[src/rtl/banco_pkg.sv]
// Shared definitions for the parametrised register bank: FSM state encoding.
package banco_pkg;

    typedef enum logic {
        ESTADO_PRONTO   = 1'b0,
        ESTADO_LIMPANDO = 1'b1
    } estado_t;

endpackage

[src/rtl/memoria_2r1w.sv]
// Plain storage array, one write port and two registered read ports (read-before-write).
// No reset and no bypass, so it can map onto RAM.
module memoria_2r1w #(
    parameter int DATA_WIDTH = 8,
    parameter int ADDR_WIDTH = 2
) (
    input  logic                  clk,
    input  logic                  escreve,
    input  logic [ADDR_WIDTH-1:0] endereco_escrita,
    input  logic [DATA_WIDTH-1:0] dado_escrita,
    input  logic [ADDR_WIDTH-1:0] endereco_a,
    input  logic [ADDR_WIDTH-1:0] endereco_b,
    output logic [DATA_WIDTH-1:0] dado_a,
    output logic [DATA_WIDTH-1:0] dado_b
);

    logic [DATA_WIDTH-1:0] mem [2**ADDR_WIDTH];

    always_ff @(posedge clk) begin
        if (escreve) begin
            mem[endereco_escrita] <= dado_escrita;
        end
        dado_a <= mem[endereco_a];
        dado_b <= mem[endereco_b];
    end

endmodule

[src/rtl/banco_registradores_param.sv]
// 2-read/1-write register file with clear sweep, optional bypass, optional zero R0 and pending bits.
// Reads are registered (1 cycle); outputs stay 0 unless the bank was ready both before and after the sampling edge.
module banco_registradores_param
    import banco_pkg::*;
#(
    parameter int DATA_WIDTH = 8,
    parameter int ADDR_WIDTH = 2,
    parameter int BYPASS     = 1,
    parameter int ZERO_R0    = 0
) (
    input  logic                  clk,
    input  logic                  reset,
    input  logic                  limpar,
    output logic                  pronto,
    input  logic                  habilita_escrita,
    input  logic [ADDR_WIDTH-1:0] endereco_escrita,
    input  logic [DATA_WIDTH-1:0] dado_escrita,
    input  logic                  marca_pendente,
    input  logic [ADDR_WIDTH-1:0] endereco_pendente,
    input  logic [ADDR_WIDTH-1:0] endereco_leitura_A,
    input  logic [ADDR_WIDTH-1:0] endereco_leitura_B,
    output logic [DATA_WIDTH-1:0] dado_leitura_A,
    output logic [DATA_WIDTH-1:0] dado_leitura_B,
    output logic                  pendente_A,
    output logic                  pendente_B
);

    localparam int DEPTH = 2**ADDR_WIDTH;
    localparam logic [ADDR_WIDTH-1:0] ULTIMO = ADDR_WIDTH'(DEPTH - 1);

    function automatic logic eh_zero(input logic [ADDR_WIDTH-1:0] endereco);
        return (ZERO_R0 != 0) && (endereco == '0);
    endfunction

    estado_t               estado;
    logic [ADDR_WIDTH-1:0] contador;
    logic [DEPTH-1:0]      pendentes;
    logic [DEPTH-1:0]      pendentes_prox;

    logic                  usuario_ativo;
    logic                  escrita_ok;
    logic                  marca_ok;
    logic                  mem_escreve;
    logic [ADDR_WIDTH-1:0] mem_endereco;
    logic [DATA_WIDTH-1:0] mem_dado;
    logic [DATA_WIDTH-1:0] mem_a;
    logic [DATA_WIDTH-1:0] mem_b;

    logic                  saida_ok;
    logic                  zero_a;
    logic                  zero_b;
    logic                  acerto_a;
    logic                  acerto_b;
    logic [DATA_WIDTH-1:0] dado_bypass;
    logic                  pend_a;
    logic                  pend_b;

    // User traffic only counts when the bank stays ready across this edge.
    assign usuario_ativo = (estado == ESTADO_PRONTO) && !limpar && !reset;
    assign escrita_ok    = usuario_ativo && habilita_escrita && !eh_zero(endereco_escrita);
    assign marca_ok      = usuario_ativo && marca_pendente && !eh_zero(endereco_pendente);

    assign mem_escreve  = !reset && ((estado == ESTADO_LIMPANDO) || escrita_ok);
    assign mem_endereco = (estado == ESTADO_LIMPANDO) ? contador : endereco_escrita;
    assign mem_dado     = (estado == ESTADO_LIMPANDO) ? '0 : dado_escrita;

    memoria_2r1w #(
        .DATA_WIDTH(DATA_WIDTH),
        .ADDR_WIDTH(ADDR_WIDTH)
    ) u_memoria (
        .clk              (clk),
        .escreve          (mem_escreve),
        .endereco_escrita (mem_endereco),
        .dado_escrita     (mem_dado),
        .endereco_a       (endereco_leitura_A),
        .endereco_b       (endereco_leitura_B),
        .dado_a           (mem_a),
        .dado_b           (mem_b)
    );

    // Write clears first, mark sets afterwards, so a simultaneous mark wins.
    always_comb begin
        pendentes_prox = pendentes;
        if (escrita_ok) begin
            pendentes_prox[endereco_escrita] = 1'b0;
        end
        if (marca_ok) begin
            pendentes_prox[endereco_pendente] = 1'b1;
        end
    end

    always_ff @(posedge clk) begin
        if (reset) begin
            estado      <= ESTADO_LIMPANDO;
            contador    <= '0;
            pendentes   <= '0;
            pronto      <= 1'b0;
            saida_ok    <= 1'b0;
            zero_a      <= 1'b0;
            zero_b      <= 1'b0;
            acerto_a    <= 1'b0;
            acerto_b    <= 1'b0;
            dado_bypass <= '0;
            pend_a      <= 1'b0;
            pend_b      <= 1'b0;
        end else begin
            case (estado)
                ESTADO_LIMPANDO: begin
                    contador <= contador + 1'b1;
                    if (contador == ULTIMO) begin
                        estado <= ESTADO_PRONTO;
                        pronto <= 1'b1;
                    end
                end
                default: begin
                    if (limpar) begin
                        estado    <= ESTADO_LIMPANDO;
                        contador  <= '0;
                        pendentes <= '0;
                        pronto    <= 1'b0;
                    end else begin
                        pendentes <= pendentes_prox;
                    end
                end
            endcase

            saida_ok    <= usuario_ativo;
            zero_a      <= eh_zero(endereco_leitura_A);
            zero_b      <= eh_zero(endereco_leitura_B);
            acerto_a    <= (BYPASS != 0) && escrita_ok && (endereco_escrita == endereco_leitura_A);
            acerto_b    <= (BYPASS != 0) && escrita_ok && (endereco_escrita == endereco_leitura_B);
            dado_bypass <= dado_escrita;
            pend_a      <= (BYPASS != 0) ? pendentes_prox[endereco_leitura_A] : pendentes[endereco_leitura_A];
            pend_b      <= (BYPASS != 0) ? pendentes_prox[endereco_leitura_B] : pendentes[endereco_leitura_B];
        end
    end

    assign dado_leitura_A = (!saida_ok || zero_a) ? '0 : (acerto_a ? dado_bypass : mem_a);
    assign dado_leitura_B = (!saida_ok || zero_b) ? '0 : (acerto_b ? dado_bypass : mem_b);
    assign pendente_A     = saida_ok && !zero_a && pend_a;
    assign pendente_B     = saida_ok && !zero_b && pend_b;

endmodule

[config.mk]
export PLATFORM = sky130hd
export DESIGN_NAME = banco_registradores_param
export DESIGN_NICKNAME = d
export VERILOG_FILES = /design/src/rtl/banco_pkg.sv /design/src/rtl/memoria_2r1w.sv /design/src/rtl/banco_registradores_param.sv
export SDC_FILE = /design/constraint.sdc
export NUM_CORES = 1
export LEC_CHECK = 0
export ABC_CLOCK_PERIOD_IN_PS = 2600
export BUFFER_PORTS_ARGS = -buffer_cell sky130_fd_sc_hd__buf_2
export CAP_MARGIN = 20
export CORE_ASPECT_RATIO = 2
export CORE_UTILIZATION = 50
export DETAILED_ROUTE_END_ITERATION = 10
export PLACE_DENSITY = 0.77
export SYNTH_ARGS = -nofsm -noshare
export SYNTH_HDL_FRONTEND = slang
export SYNTH_SLANG_ARGS = --single-unit
[constraint.sdc]
create_clock -name clk -period 2.6 [get_ports clk]
set_clock_uncertainty 0.2 [all_clocks]
set_input_delay 0 -clock clk [delete_from_list [all_inputs] [get_ports clk]]
set_output_delay 0 -clock clk [all_outputs]
set_load 0.005 [all_outputs]
Word-level counts from Yosys, hierarchy flattened
Memory sizes are Yosys's and may differ from the RTL's. A register that Yosys moved wholly into a read port is not among the register bits.
Index checks and enable logic that the tools add are counted.
W data, S select, Z words.
{ "word_totals": {"out_inout_bits": 19, "memories": 1, "in_bits": 21, "word_cells": 69, "mem_bits_rw": 32, "reg_bits": 21} }
{ "memory_table": {"columns": ["name", "words", "word_bits", "read_ports", "rd_ports_with_merged_regs", "wr", "line_no", "rtl"], "rows": [
  ["u_memoria.mem", 4, 8, 2, 2, 1, "memoria_2r1w.sv:17", "logic [DATA_WIDTH-1:0] mem [2**ADDR_WIDTH];"]
]} }
{ "classes": {"n_lt_le_gt_ge": 6, "addsub": 1, "n_eq_ne": 4, "muxes": 27, "n_reduce_logical": 16, "bitwise": 4} }
{ "op_table": {"columns": ["cell", "count"], "rows": [
  ["$mux W8", 5],
  ["$lt A2 B3 Y1 const B", 4],
  ["$mux W1", 12],
  ["$mux W4", 3],
  ["$logic_and A1 B1 Y1", 11],
  ["$mux W2", 3],
  ["$and A4 B4 Y4", 1],
  ["$bmux W1 S2", 2],
  ["$demux W1 S2", 2],
  ["$eq A2 B2 Y1", 2],
  ["$ge A2 B1 Y1 const B", 2],
  ["$not A4 Y4", 1],
  ["$or A4 B4 Y4", 1],
  ["$add A2 B1 Y2 const B", 1],
  ["$eq A2 B2 Y1 const B", 1],
  ["$logic_not A1 Y1", 2],
  ["$ne A2 B1 Y1 const B", 1],
  ["$reduce_and A2 Y1", 1],
  ["$reduce_bool A2 Y1", 1],
  ["$logic_or A1 B1 Y1", 1],
  ["$not A1 Y1", 1]
]} }

Logic depth before layout (Yosys ltp)
Gate-level depths: netlist of run 1.
{ "logic_depth": {"depth_word": 11, "mapped_depth": 6, "mapped_depth_nobuf": 4} }

Modules after synthesis
A second synthesis of run 1 with hierarchy kept.
{ "hier_totals": {"hier_cells": 236, "hier_area_um2": 3083.0} }
{ "modules_own_cells": {"columns": ["mod", "area_per_inst_um2", "n_inst", "seq_area_each_um2", "cells_per_inst"], "rows": [
  ["memoria_2r1w", 1705.4, 1, 1281.2, 72],
  ["banco_registradores_param", 1377.6, 1, 420.4, 164]
]} }

Least setup slack after synthesis of run 1
No wires, ideal clock.
{ "synth_timing": {"path_kind": "register to register", "startpoint": "register estado", "endpoint": "memory u_memoria.mem[3][0] (enable)", "t_required_ps": 2016, "stages_incl_launch_ff": 4, "setup_ps": 384, "path_slack_ps": 431, "synth_period_minus_slack_ps": 2169, "t_arrival_ps": 1585, "path_buffers": 1, "cell_sequence": "dfxtp_1 -> or4b_1 -> buf_2 -> o21ai_0"} }
{ "synth_via": {"elab_chain_len": 8, "elab_cells_between_ends": 9, "classes_between": "3 x mux; 1 x bitwise; 5 x reduce/logical"} }
{ "synth_rtl": {"columns": ["item", "line_no", "rtl"], "rows": [
  ["start: declaration", "banco_registradores_param.sv:35", "estado_t estado;"],
  ["start signal: assignment", "banco_registradores_param.sv:94", "estado <= ESTADO_LIMPANDO;"],
  ["start signal: assignment", "banco_registradores_param.sv:111", "estado <= ESTADO_PRONTO;"],
  ["start signal: assignment", "banco_registradores_param.sv:117", "estado <= ESTADO_LIMPANDO;"],
  ["$not A1 Y1", "banco_registradores_param.sv:59", "assign usuario_ativo = (estado == ESTADO_PRONTO) && !limpar && !reset;"],
  ["$logic_and A1 B1 Y1 (2 in a row)", "banco_registradores_param.sv:59", null],
  ["$logic_and A1 B1 Y1", "banco_registradores_param.sv:60", "assign escrita_ok = usuario_ativo && habilita_escrita && !eh_zero(endereco_escrita);"],
  ["$logic_or A1 B1 Y1", "banco_registradores_param.sv:63", "assign mem_escreve = !reset && ((estado == ESTADO_LIMPANDO) || escrita_ok);"],
  ["$logic_and A1 B1 Y1", "banco_registradores_param.sv:63", null],
  ["$mux W1", "memoria_2r1w.sv:20", "if (escreve) begin"],
  ["$mux W1 (implied by the code)", "memoria_2r1w.sv:21", "mem[endereco_escrita] <= dado_escrita;"],
  ["end: declaration", "memoria_2r1w.sv:17", null]
]} }
Parallel ways exist; a longest one is shown, timed or not.

Worst setup path after layout of run 1
{ "layout_timing": {"startpoint": "input reset", "endpoint": "memory u_memoria.mem[1][4] (enable)"} }
{ "layout_via": {"elab_chain_len": 7} }
{ "layout_rtl": {"columns": ["item", "line_no", "rtl"], "rows": [
  ["start: declaration", "banco_registradores_param.sv:12", "input logic reset,"],
  ["$logic_not A1 Y1 *", "banco_registradores_param.sv:59, banco_registradores_param.sv:63", null],
  ["$logic_and A1 B1 Y1", "banco_registradores_param.sv:59", null],
  ["$logic_and A1 B1 Y1", "banco_registradores_param.sv:60", null],
  ["$logic_or A1 B1 Y1", "banco_registradores_param.sv:63", null],
  ["$logic_and A1 B1 Y1 *", "banco_registradores_param.sv:63", null],
  ["$mux W1 *", "memoria_2r1w.sv:20", null],
  ["$mux W1 (implied by the code) *", "memoria_2r1w.sv:21", null]
]} }
Every way passes the cells marked *; elsewhere a longest branch is shown, timed or not.

==> flow_summary_export.csv, run 1 <==
group,metric,value,unit
yosys,ys_seq_area_share,57.3,%
timing,worst_slew_pin_slew,0.769,ns
drt,avgViaCountPerCell,5.65,
global_routing,grt.total_usage,21.8,%
die,core_area,5710,um^2
die,initial_core_util,52.0,%
yosys,syn-num-nets,247,
final_layout,antenna_cells,0,
cts,cts_setup_buffers,0,
critical_path,start_kind,"input pin",
die,die_w,56.5,um
cts,cts-buffers-inserted,9,
cts,clockBufferDepth,2,
yosys,syn_avg_cell_area,13.2,um^2
timing,hold_violations,0,
yosys,ys_seq_elements,69,
status,status,"finished, final reports clean",
die,row_count,39,
critical_path,timing.rr.start,"estado",
hold_path,hp-class,"input pin to flop",
place,gp_congestion,0.793,
timing,max_freq,0.427,GHz
place,port_buffers,39,
die,dieHeight,111,um
timing,slew_headroom,48.6,%
final_layout,final_nets,315,
cts,cts.clk_slew.worst_paths,0.05,ns
global_routing,grt_max_degree,23,
drt,drt-pass1-iter-count,4,
critical_path,arrival,2.09,ns
drt,drc,0,
yosys,syn_inst,225,
yosys,synth_warnings,0,
place,placedCellCount,313,
yosys,synth_cell_types,35,
cts,cts_sinks,69,
drt,wl_per_cell,17.1,um
timing,period_share,90.0,%
critical_path,cp_max_fo,22,
timing,rsz0062_at_grt,"no",
power_and_ir_drop,cellLeakagePower,1.48,nW
critical_path,cp-end-kind,"flop",
final_layout,mostFrequentLayoutCells,"buf_2, dfxtp_1, nor2b_1",
critical_path,worstSetupStartpoint,"reset",
timing,setup_violations,0,
cts,cts_tree,"built",
critical_path,r2r-end,"pendentes[3]",
power_and_ir_drop,switchingPower,0.000558,W
timing,tns,0,ns
drt,vias,2029,
timing,finalCriticalPeriod,2.34,ns
cts,clock_latency,0.33,ns
die,io_pins,40,
job,max_cap_viol_count,0,
global_routing,gr-total-overflow,0,
place,hpwl,4.28,mm
power_and_ir_drop,p_int,0.00212,W
global_routing,antenna_found_initial,0,
global_routing,grt_pass1_vias,2207,
final_layout,drive_gt1_share,24.8,%
final_layout,area_growth,28.1,%
critical_path,timing.critical_path.to,"u_memoria.mem[1][4]",
power_and_ir_drop,p_sw_share,20.8,%
drt,drt_iter0_drc,57,
power_and_ir_drop,combPwrFrac,8.3,%
timing,report.final.slew_viol_count,0,
cts,cts_hold_buffers,30,
final_layout,fillers,421,
critical_path,crit_type,"input pin to flop",
final_layout,stdcell_count,359,
critical_path,reg2regPathDepth,4,
power_and_ir_drop,pwr-share-seq,46.3,%
critical_path,rrSetupSlack,0.39,ns
power_and_ir_drop,ir_drop,0.622,mV
drt,wl,6.14,mm
global_routing,grt_first_pass_wirelength,10.0,mm
cts,h-tree-depth,3,
power_and_ir_drop,cellPowerDensity,702,nW/um^2
yosys,synth_area,2970,um^2
critical_path,required,2.35,ns
cts,post_cts_resized,0,
drt,detail-route-antenna-nets,0,
die,dieArea,6270,um^2
final_layout,final_common_cell,"buf_2",
power_and_ir_drop,p_clk_share,45.4,%
cts,root_buffer,"clkbuf_16",
[per-stage QoR]
step	area [um^2]	hold slack (ns)	setup WS [ns]	power (W)	utilization, %
3_3_place_gp	3200	0.0516	0.498	0.00143	56.1
4_1_cts	3810	0.00236	0.252	0.00269	66.7
6_report	3810	0.0160	0.260	0.00267	66.7
3_5_place_dp	3200	0.0414	0.413	0.00145	56.1
2_1_floorplan	2970	-0.0718	0.431	0.00138	-
5_1_grt	3810	0.0456	0.114	0.00276	66.7
[cell usage after synthesis]
library cell  instances  area (um^2)
nand2b_1              3         18.8
mux2i_1              17          170
o31a_1                2         17.5
a31oi_1               1         6.26
a21o_1                3         22.5
dfxtp_1              37          741
a21oi_1               4         20.0
nor3b_1               1         7.51
or3_1                 2         12.5
ha_1                  1         12.5
o31ai_1               1         7.51
nor2_1                8         30.0
nor4b_1               1         8.76
inv_1                 4         15.0
nand3_1               1         5.00
nand2_1               3         11.3
nor3b_2               1         12.5
or2_2                 1         6.26
nor2b_1              36          225
o21ai_0               9         45.0
a22o_1                1         8.76
mux4_2               16          360
clkbuf_1             11         41.3
a21boi_0              1         7.51
nor3_1                4         20.0
nand4_1               2         12.5
o21a_1                1         7.51
o211ai_1              6         45.0
buf_2                 4         20.0
or4b_1                2         20.0
o221ai_1              2         17.5
and2_1                2         12.5
o21bai_1              1         7.51
xor2_1                4         35.0
edfxtp_1             32          961
[critical path, stage by stage]
cell,delay (ns)
dlygate4sd3_1,0.52
buf_2,0.26
or4b_1,0.65
nor3_1,0.25
o21bai_1,0.40
[registers in the layout (all words and copies together), names as in the netlist, 2 cells and up]
signal and flops:
contador 2, pendentes 4, dado_bypass 8, u_memoria.dado_b 8, u_memoria.mem 32, u_memoria.dado_a 8
[layout make-up]
cell class | count | area [um^2] | share of cell area, %
clock inverters | 4 | 46.3 | 1.22
clock buffers | 12 | 256 | 6.74
repair buffers | 72 | 518 | 13.6
inverters | 4 | 15.0 | 0.394
flip-flops and latches | 69 | 1700 | 44.7
well taps | 61 | 76.3 | 2.00
multi-input cells | 137 | 1190 | 31.4
[power by group through the flow]
stage	clock network, W	logic (W)	registers, W
finish	0.00121	0.000222	0.00124
global route	0.00127	0.000242	0.00124
CTS	0.00123	0.000223	0.00124
detailed placement	0	0.000187	0.00126
global placement	0	0.000180	0.00125
floorplan	0	0.000133	0.00125
[layer usage]
layer | up-vias | track usage, % | wire length [um] | part of all wire (%)
met1 | 974 | 20.2 | 2180 | 35
met2 | 67 | 39.8 | 3550 | 58
met3 | 19 | 4.32 | 225 | 3.7
met4 | 0 | 16.3 | 196 | 3.2
met5 | - | 0 | 0 | 0
li1 | 969 | - | - | -
[logic make-up after synthesis]
| family | Yosys count | share of synthesized area, % |
|---|---|---|
| flip-flops | 69 | 57.3 |
| AND/OR/NAND/NOR | 67 | 13.6 |
| multiplexers | 33 | 17.9 |
| AO/OA/AOI/OAI | 32 | 7.16 |
| buffers and inverters | 19 | 2.57 |
| XOR/XNOR | 4 | 1.18 |
| adder cells (fa/ha/maj) | 1 | 0.421 |
[worst min-delay path by stage]
| stage | startpoint | slack (ns) | to | depth (start not counted) |
|---|---|---|---|---|
| after detailed placement | dado_escrita[1] | 0.04 | dado_bypass[1] | 2 |
| final | endereco_leitura_A[0] | 0.02 | pend_a | 3 |
| after global routing | endereco_leitura_A[0] | 0.05 | pend_a | 3 |
| after CTS | endereco_leitura_A[0] | 0.002 | pend_a | 3 |
| after global placement | dado_escrita[5] | 0.05 | dado_bypass[5] | 2 |
| after floorplan | dado_escrita[0] | -0.07 | dado_bypass[0] | 1 |
Power figures use the tool's default switching activity.
==> inputs of run 2 (changes only) <==
--- a/config.mk
+++ b/config.mk
@@ -14,4 +14,5 @@
 export PLACE_DENSITY = 0.77
 export SYNTH_ARGS = -nofsm -noshare
 export SYNTH_HDL_FRONTEND = slang
+export SYNTH_HIERARCHICAL = 1
 export SYNTH_SLANG_ARGS = --single-unit
==> run 2 against run 1 <==
Sequential share of layout area fell by 1.1 points. Final cell count rose by 3.3%. Highest routed layer unchanged. The flow now finishes with violations (DRC). Power increased by 1.7%. Largest power group unchanged. Design area rose by 2.5%.
==> flow_summary_export.csv, run 2 <==
group,metric,value,unit
status,status,"complete, but fails checks",
status,violations,"DRC",
die,io_pins,40,
power_and_ir_drop,p_sw_share,20.5,%
timing,period_share,93.2,%
critical_path,cp_max_fo,17,
cts,cts.clk_slew.worst_paths,0.05,ns
final_layout,drive_gt1_share,25.6,%
final_layout,area_growth,26.6,%
global_routing,grt_max_degree,24,
yosys,synthTopCellsByArea,"edfxtp_1, dfxtp_1, mux4_2",
timing,slew_headroom,64.7,%
die,row_count,40,
yosys,ys_seq_elements,69,
global_routing,antenna_found_initial,0,
die,initial_core_util,51.8,%
power_and_ir_drop,cellLeakagePower,1.50,nW
timing,rsz0062_at_grt,"no",
final_layout,final_common_cell,"buf_2",
final_layout,final_nets,325,
yosys,synth_commonest_cells,"dfxtp_1, nor2b_1, edfxtp_1",
critical_path,r2r-end,"pendentes[2]",
die,die_w,57.5,um
timing,worst_slew_pin_slew,0.529,ns
yosys,ys_seq_area_share,55.2,%
place,placedCellCount,323,
yosys,synth_warnings,6,
cts,h-tree-depth,3,
hold_path,hp-class,"input pin to flop",
global_routing,use_met1,22.4,%
yosys,synth_cell_types,37,
cts,cts-buffers-inserted,9,
global_routing,grt_pass1_vias,2145,
power_and_ir_drop,cellPowerDensity,696,nW/um^2
global_routing,busiest_layer,"met2",
die,core_area,5960,um^2
yosys,syn_inst,236,
yosys,syn_avg_cell_area,13.1,um^2
global_routing,gr-usage-met2,39.0,%
drt,drt-pass1-iter-count,7,
drt,avgViaCountPerCell,5.73,
drt,drt_iter0_drc,59,
global_routing,gr-total-overflow,0,
job,max_cap_viol_count,0,
critical_path,required,2.60,ns
yosys,netlist.area_leader.share,31.2,%
hold_path,hold_path_end,"acerto_a",
global_routing,grt_first_pass_wirelength,10.3,mm
power_and_ir_drop,pwr-share-seq,45.6,%
cts,clockBufferDepth,2,
die,dieArea,6500,um^2
critical_path,crit_type,"flop to flop",
critical_path,cp-end-kind,"flop",
critical_path,reg2regPathDepth,6,
yosys,ys_async_sr_fraction,0,%
place,gp_congestion,0.763,
final_layout,regMostFlops,"u_memoria/mem",
final_layout,stdcell_count,371,
power_and_ir_drop,switchingPower,0.000557,W
global_routing,grt.total_usage,22.0,%
critical_path,rrSetupSlack,0.18,ns
drt,drc,5,
timing,setup_violations,0,
drt,detail-route-antenna-nets,0,
timing,finalCriticalPeriod,2.42,ns
power_and_ir_drop,p_int,0.00216,W
critical_path,start_kind,"flop",
final_layout,mostFrequentLayoutCells,"buf_2, dfxtp_1, nor2b_1",
timing,holdWs,0.0352,ns
timing,hold_violations,0,
timing,tns,0,ns
critical_path,slowest_delay,0.56,ns
hold_path,holdPathStages,3,
power_and_ir_drop,combPwrFrac,8.8,%
critical_path,cp_cell_sequence,"buf_4 -> or4b_4 -> o21a_1 -> o21ai_1 -> nand2_1 -> dlygate4sd3_1",
drt,vias,2125,
die,dieHeight,113,um
place,hpwl,4.35,mm
final_layout,antenna_cells,0,
yosys,post-synth-top-count-cell,"dfxtp_1",
drt,wl_per_cell,17.2,um
yosys,synth_area,3080,um^2
yosys,yosysTopAreaCell,"edfxtp_1",
critical_path,cp_slowest_cell,"or4b_4",
cts,clock_latency,0.32,ns
critical_path,crit_buf_inv,2,
drt,wl,6.37,mm
timing,report.final.slew_viol_count,0,
yosys,syn-num-nets,258,
power_and_ir_drop,p_clk_share,45.6,%
global_routing,met3_usage,5.03,%
yosys,synth_edf_count,32,
place,port_buffers,39,
yosys,ys.flop_type,"dfxtp_1",
critical_path,path_delay_family,"buffers and inverters",
hold_path,min-delay-start,"endereco_leitura_A[0]",
final_layout,largest_reg_flops,32,
cts,cts_sinks,69,
cts,cts_tree,"built",
timing,max_freq,0.413,GHz
power_and_ir_drop,ir_drop,0.587,mV
cts,root_buffer,"clkbuf_16",
critical_path,arrival,2.43,ns
critical_path,timing.rr.start,"estado",
==> run 2: area by class of cell <==
cell class                 count  area, um^2
sequential                    69        1700
tap                           63        78.8
clock inverter                 6        77.6
fill                         441        2050
clock buffer                  10         229
timing repair buffer          73         531
inverter                       6        22.5
multi-input combinational    144        1260
==> run 2: per-stage QoR <==
| step | total power [W] | worst slack [ns] | utilization, % | cell area, um^2 |
|---|---|---|---|---|
| 2_1_floorplan | 0.00140 | 0.430 | - | 3080 |
| 3_3_place_gp | 0.00145 | 0.577 | 55.0 | 3280 |
| 3_5_place_dp | 0.00147 | 0.546 | 55.0 | 3280 |
| 4_1_cts | 0.00274 | 0.0901 | 65.5 | 3900 |
| 5_1_grt | 0.00282 | 0.0904 | 65.5 | 3900 |
| 6_report | 0.00272 | 0.176 | 65.5 | 3900 |
==> run 2: cell families after synthesis <==
group | count (synthesis) | synth area share [%]
DFF | 69 | 55.2
AOI/OAI and AO/OA | 33 | 7.31
muxes | 33 | 17.2
buffers and inverters | 23 | 3.86
and+or+nand+nor | 71 | 14.3
adders and majority gates | 1 | 0.406
xor gates and xnor gates | 6 | 1.70
==> run 2: repair_timing <==
item                                    4_1_cts  5_1_grt
resized for setup                             0        1
buffers inserted                              0        0
hold endpoints to repair                     69        0
hold buffers                                 32        0
endpoints found under the setup margin        0        1
==> run 2: power by group through the flow <==
| stage | clock, W | combinational [W] | sequential (W) |
|---|---|---|---|
| floorplan | 0 | 0.000153 | 0.00125 |
| global placement | 0 | 0.000198 | 0.00125 |
| detailed placement | 0 | 0.000206 | 0.00126 |
| CTS | 0.00126 | 0.000240 | 0.00124 |
| global route | 0.00131 | 0.000263 | 0.00125 |
| finish | 0.00124 | 0.000240 | 0.00124 |
==> run 2: worst max path at each step <==
stage | startpoint | to | slack (ns) | depth (start not counted)
detailed placement | estado | u_memoria/mem[2][3] | 0.55 | 2
finish | estado | pendentes[2] | 0.18 | 6
floorplan | estado | u_memoria/mem[0][0] | 0.43 | 4
global route | estado | pendentes[2] | 0.09 | 6
CTS | estado | pendentes[2] | 0.09 | 6
global placement | estado | u_memoria/mem[2][1] | 0.58 | 2
==> run 2: worst register-to-register path: stages (launching register included) <==
cell           delay, ns
dfxtp_2             0.40
buf_4               0.22
or4b_4              0.57
o21a_1              0.20
o21ai_1             0.11
nand2_1             0.06
dlygate4sd3_1       0.55
==> run 2: per-layer routing <==
layer / routed length (um) / up-vias
met3: 245 / 16
met2: 3660 / 77
li1: - / 1008
met4: 153 / 0
met5: 0 / -
met1: 2310 / 1024
